[src/rtl/dmem_arbiter.sv]
// Two-port arbiter for the single-port data memory: pipeline MEM stage (port 0)
// versus loader/debug (port 1), round-robin with a capped locked burst for port 1.
module dmem_arbiter #(
  parameter int AW        = 32,
  parameter int DW        = 32,
  parameter int MAX_BURST = 4
) (
  input  logic          clk,
  input  logic          rst,
  input  logic          p0_req,
  input  logic          p0_we,
  input  logic [AW-1:0] p0_addr,
  input  logic [DW-1:0] p0_wdata,
  output logic          p0_ack,
  output logic [DW-1:0] p0_rdata,
  output logic          p0_stall,
  input  logic          p1_req,
  input  logic          p1_we,
  input  logic [AW-1:0] p1_addr,
  input  logic [DW-1:0] p1_wdata,
  input  logic          p1_lock,
  output logic          p1_ack,
  output logic [DW-1:0] p1_rdata,
  output logic [AW-1:0] mem_pos,
  output logic [DW-1:0] mem_data,
  output logic          mem_wr,
  input  logic [DW-1:0] mem_out,
  output logic [1:0]    arb_state
);

  // state | meaning
  // IDLE  | no grant last cycle
  // G0    | port 0 granted last cycle
  // G1    | port 1 granted last cycle, unlocked
  // LOCK  | port 1 granted last cycle inside a locked burst
  typedef enum logic [1:0] {IDLE = 2'd0, G0 = 2'd1, G1 = 2'd2, LOCK = 2'd3} state_t;

  localparam int CW = $clog2(MAX_BURST + 1);
  localparam logic [CW-1:0] MAX_CNT = CW'(MAX_BURST);

  state_t        state, state_nxt;
  logic [CW-1:0] burst_cnt, burst_nxt;
  logic          gnt0, gnt1;

  always_ff @(posedge clk) begin
    if (rst) begin
      state     <= IDLE;
      burst_cnt <= '0;
    end else begin
      state     <= state_nxt;
      burst_cnt <= burst_nxt;
    end
  end

  always_comb begin
    gnt0      = 1'b0;
    gnt1      = 1'b0;
    state_nxt = IDLE;
    burst_nxt = '0;
    if (!rst) begin
      if (p0_req && p1_req) begin
        case (state)
          G0:      gnt1 = 1'b1;
          LOCK:    if (p1_lock && burst_cnt < MAX_CNT) gnt1 = 1'b1;
                   else gnt0 = 1'b1;
          default: gnt0 = 1'b1;
        endcase
      end else begin
        gnt0 = p0_req;
        gnt1 = p1_req;
      end
    end
    if (gnt1 && p1_lock) begin
      state_nxt = LOCK;
      // Uncontended bursts run on past the cap, so hold the count at the cap.
      if (state == LOCK) burst_nxt = (burst_cnt == MAX_CNT) ? burst_cnt : burst_cnt + 1'b1;
      else               burst_nxt = CW'(1);
    end else if (gnt1) begin
      state_nxt = G1;
    end else if (gnt0) begin
      state_nxt = G0;
    end
  end

  always_comb begin
    mem_pos  = '0;
    mem_data = '0;
    mem_wr   = 1'b0;
    p0_rdata = '0;
    p1_rdata = '0;
    if (gnt0) begin
      mem_pos  = p0_addr;
      mem_data = p0_wdata;
      mem_wr   = p0_we;
      p0_rdata = mem_out;
    end else if (gnt1) begin
      mem_pos  = p1_addr;
      mem_data = p1_wdata;
      mem_wr   = p1_we;
      p1_rdata = mem_out;
    end
  end

  assign p0_ack    = gnt0;
  assign p1_ack    = gnt1;
  assign p0_stall  = p0_req & ~gnt0 & ~rst;
  assign arb_state = state;

endmodule

[config.mk]
export PLATFORM = sky130hd
export DESIGN_NAME = dmem_arbiter
export DESIGN_NICKNAME = d
export VERILOG_FILES = /design/src/rtl/dmem_arbiter.sv
export SDC_FILE = /design/constraint.sdc
export NUM_CORES = 1
export LEC_CHECK = 0
export BUFFER_PORTS_ARGS = -buffer_cell sky130_fd_sc_hd__buf_2
export CORE_AREA = 2 2 116 118
export CTS_CLUSTER_SIZE = 24
export DETAILED_ROUTE_END_ITERATION = 10
export DIE_AREA = 0 0 118 120
export PLACE_DENSITY_LB_ADDON = 0.1
export SLEW_MARGIN = 20
export SYNTH_ARGS = -nofsm -noshare
export SYNTH_HDL_FRONTEND = slang
export SYNTH_SLANG_ARGS = --single-unit
[constraint.sdc]
create_clock -name clk -period 1.55 [get_ports clk]
set_input_delay 0.155 -clock clk [delete_from_list [all_inputs] [get_ports clk]]
set_output_delay 0.155 -clock clk [all_outputs]
set_load 0.01 [all_outputs]
==> out/qor.txt <==
Drt wl/cell -> 14.7 um
Worst Setup EP -> mem_pos[15]
Die ar. -> 14,200 sq um
CP Class -> reg -> out
Grt peak-use layer -> met2
Initial detailed-routing violation count -> 97
Comb pwr share -> 71.2%
Pint -> 1.21 mW
Placed instance area -> 3920 sq um
Final Max Slew Viols -> 0
RR Endpoint -> burst_cnt[1]$_SDFFE_PP0N_
Final hold violations -> 0
Mapped Avg Cell Area -> 6.68 sq um
Vias/cell -> 4.43
Die W -> 118 um
PortBufs -> 300
CTS tree -> built
Synth Register Bits -> 5
Sequential share of power -> 7.0%
Outcome -> finished with violations
Length in cells of the worst reg-to-reg path -> 5
Row count -> 42
Final core occ -> 38.2%
Clock share of power -> 21.8%
Crit-path cells -> and2b_2, o211ai_4, buf_12, clkbuf_16, o32ai_1, buf_2
Placed insts -> 783
Worst slew margin -> 38.3%
Largest net degree at the start of global routing -> 70
Root Buffer Master -> clkbuf_16
Total clock sinks -> 5
Nets -> 805
CTS buffer count -> 3
Mapped cell area -> 2220 sq um
Clock skew -> 0.00116 ns
First-pass GRT wire length -> 16.6 mm
RSZ-0062 raised after global routing -> yes
Endpoint class of the critical path -> output pin
Max Buffers Root-to-Sink -> 2
Diodes inserted -> 0
Failing checks -> negative setup slack
Maximum operating frequency -> 0.567 GHz
Reg2reg start -> burst_cnt[2]$_SDFFE_PP0N_
Post-route minimum period -> 1.76 ns
GPL Wtd Cong -> 0.842
Worst EP required -> 1.39 ns
Max VDD drop -> 0.000269 V
GR Layer Usage met1 -> 14.6%
Hold Crit Depth -> 3
WHS -> 0.230 ns
Syn Inst Count -> 332
Area Overhead vs Synth -> 123%
Yosys cell types -> 27
Crit path from -> burst_cnt[2]$_SDFFE_PP0N_
Number of global-route vias before repair -> 3,344
Initial antenna violation count -> 0
Die Span Y -> 120 um
Synth warnings -> 0
Initial Utilization -> 17.1%
Total power -> 1.98 mW
Final setup TNS -> -20.12 ns
Final setup viols -> 131
Crit path max-delay cell type -> dfxtp_2
H-tree levels -> 1
Syn_nets -> 501
Register area share after synthesis -> 4.51%
First-pass iteration count of the detailed router -> 4
Leak pwr -> 2.67 nW
Slack of the worst reg-to-reg path -> 0.20 ns
Io pins -> 301
Routed Antenna Nets -> 0
DR DRC count -> 0
Total Wirelength -> 11.9 mm
Max cap viols -> 0
Actual slew at the worst max-slew pin -> 0.925 ns
Pre-CTS setup slack -> -0.0156 ns
GRT overflow -> 0
Final period util -> 114%
Clock transition at path regs -> 0.03 ns
Startpoint Class -> flip-flop
Vias post-DR -> 3,590
Fill cells -> 1,364
GR Util All Layers -> 14.3%
Layout cells sized above 1 -> 65.0%
Power Dens Cells -> 399 nW/um^2
Max incr delay on CP -> 0.32 ns
Type of the most critical hold path -> in -> reg
Post-route cell area -> 4950 sq um
Core footprint -> 13,000 sq um
Grt met2 use -> 29.6%
Psw -> 0.769 mW
Post-detail-place hpwl -> 8.28 mm
CP arrival -> 1.61 ns
Met3 Usage GRT -> 2.99%
Sw frac -> 38.9%
Clk_lat worst skew -> 0.23 ns
Final WS setup -> -0.213 ns
Crit-path max FO -> 8
Finished Layout Cells -> 811
[registers in the layout (all words and copies together) (netlist names)]
name,count
burst_cnt,3
arb_state,2
[metal layers]
metal	vias up	part of all wire (%)
met5	-	0
met3	8	7.1
met2	185	55
met4	0	0.82
met1	1634	37
li1	1763	-
[logic make-up (layout without fill, tap and decap cells)]
family	count (synthesis)	count (layout)	share of synthesized area (%)
simple gates	144	144	43.7
buf+inv	105	408	20.1
compound gates	74	74	29.7
flops	5	5	4.51
fa+ha+maj	2	2	1.13
xor+xnor	1	1	0.395
mux	1	1	0.451
[layout by cell type (no fill, tap or decap), types with 2 or more instances in the layout]
| cell type | instances |
|---|---|
| buf_16 | 9 |
| nor3b_2 | 29 |
| o211a_1 | 3 |
| o21ai_0 | 2 |
| nand2_1 | 5 |
| buf_2 | 298 |
| o32ai_4 | 8 |
| clkbuf_16 | 8 |
| inv_1 | 67 |
| ha_1 | 2 |
| buf_6 | 6 |
| buf_12 | 5 |
| nor3b_1 | 2 |
| o32ai_1 | 31 |
| dfxtp_1 | 2 |
| buf_4 | 13 |
| dfxtp_2 | 3 |
| nand2b_1 | 65 |
| and2_1 | 32 |
| o32ai_2 | 26 |
| nor3_1 | 2 |
[Yosys cell counts, drive strengths merged]
master   n  area [sq um]
xnor2    1          8.76
o211ai   1          12.5
nor3     2          10.0
dfxtp    5           100
and2b    2          15.0
and4     1          8.76
a31oi    1          21.3
o32ai   65           569
nand2    5          18.8
and2    32           200
clkbuf  19          71.3
a21boi   1          11.3
o21ai    2          10.0
buf     19           123
nor3b   32           280
a21oi    1          5.00
nand4    1          6.26
nand3b   1          7.51
o211a    3          30.0
inv     67           251
ha       2          25.0
nor2     1          3.75
nand2b  67           419
mux2i    1          10.0
[repair_timing]
| item | in CTS | in global routing |
|---|---|---|
| endpoints found under the setup margin | 131 | 131 |
| pin swaps | 1 | 30 |
| gates cloned | 7 | 7 |
| setup buffers | 8 | 2 |
| resized for setup | 40 | 49 |
| hold buffers | 0 | 0 |
[cell type report]
| class | instances | area (sq um) | share of cell area [%] |
|---|---|---|---|
| Multi-Input combinational cell | 222 | 2150 | 43.5 |
| Timing Repair Buffer | 337 | 2140 | 43.3 |
| Sequential cell | 5 | 104 | 2.10 |
| Clock buffer | 4 | 78.8 | 1.59 |
| Inverter | 67 | 251 | 5.08 |
| Tap cell | 176 | 220 | 4.45 |
[critical path: cells and delay by family, from the launching register on]
kind	cells	cell delay (ns)
AND/OR/NAND/NOR	1	0.25
buffers and inverters	3	0.53
flip-flops	1	0.32
AO/OA/AOI/OAI	2	0.27
[power groups by stage]
stage	Combinational, mW	Clock (mW)	Sequential [mW]
after global placement	1.03	0	0.139
after CTS	1.21	0.435	0.138
after floorplan	0.537	0	0.143
after global routing	1.52	0.447	0.138
after detailed placement	1.03	0	0.139
final	1.41	0.431	0.138
[how the worst min path moves through the flow]
stage	from	to
5_1_grt	p1_lock	burst_cnt[0]$_SDFFE_PP0P_
6_report	p1_req	arb_state[0]$_SDFF_PP0_
2_1_floorplan	p1_req	arb_state[0]$_SDFF_PP0_
3_3_place_gp	p1_lock	arb_state[0]$_SDFF_PP0_
3_5_place_dp	p1_lock	burst_cnt[0]$_SDFFE_PP0P_
4_1_cts	p1_req	arb_state[0]$_SDFF_PP0_
Power figures use the tool's default switching activity.
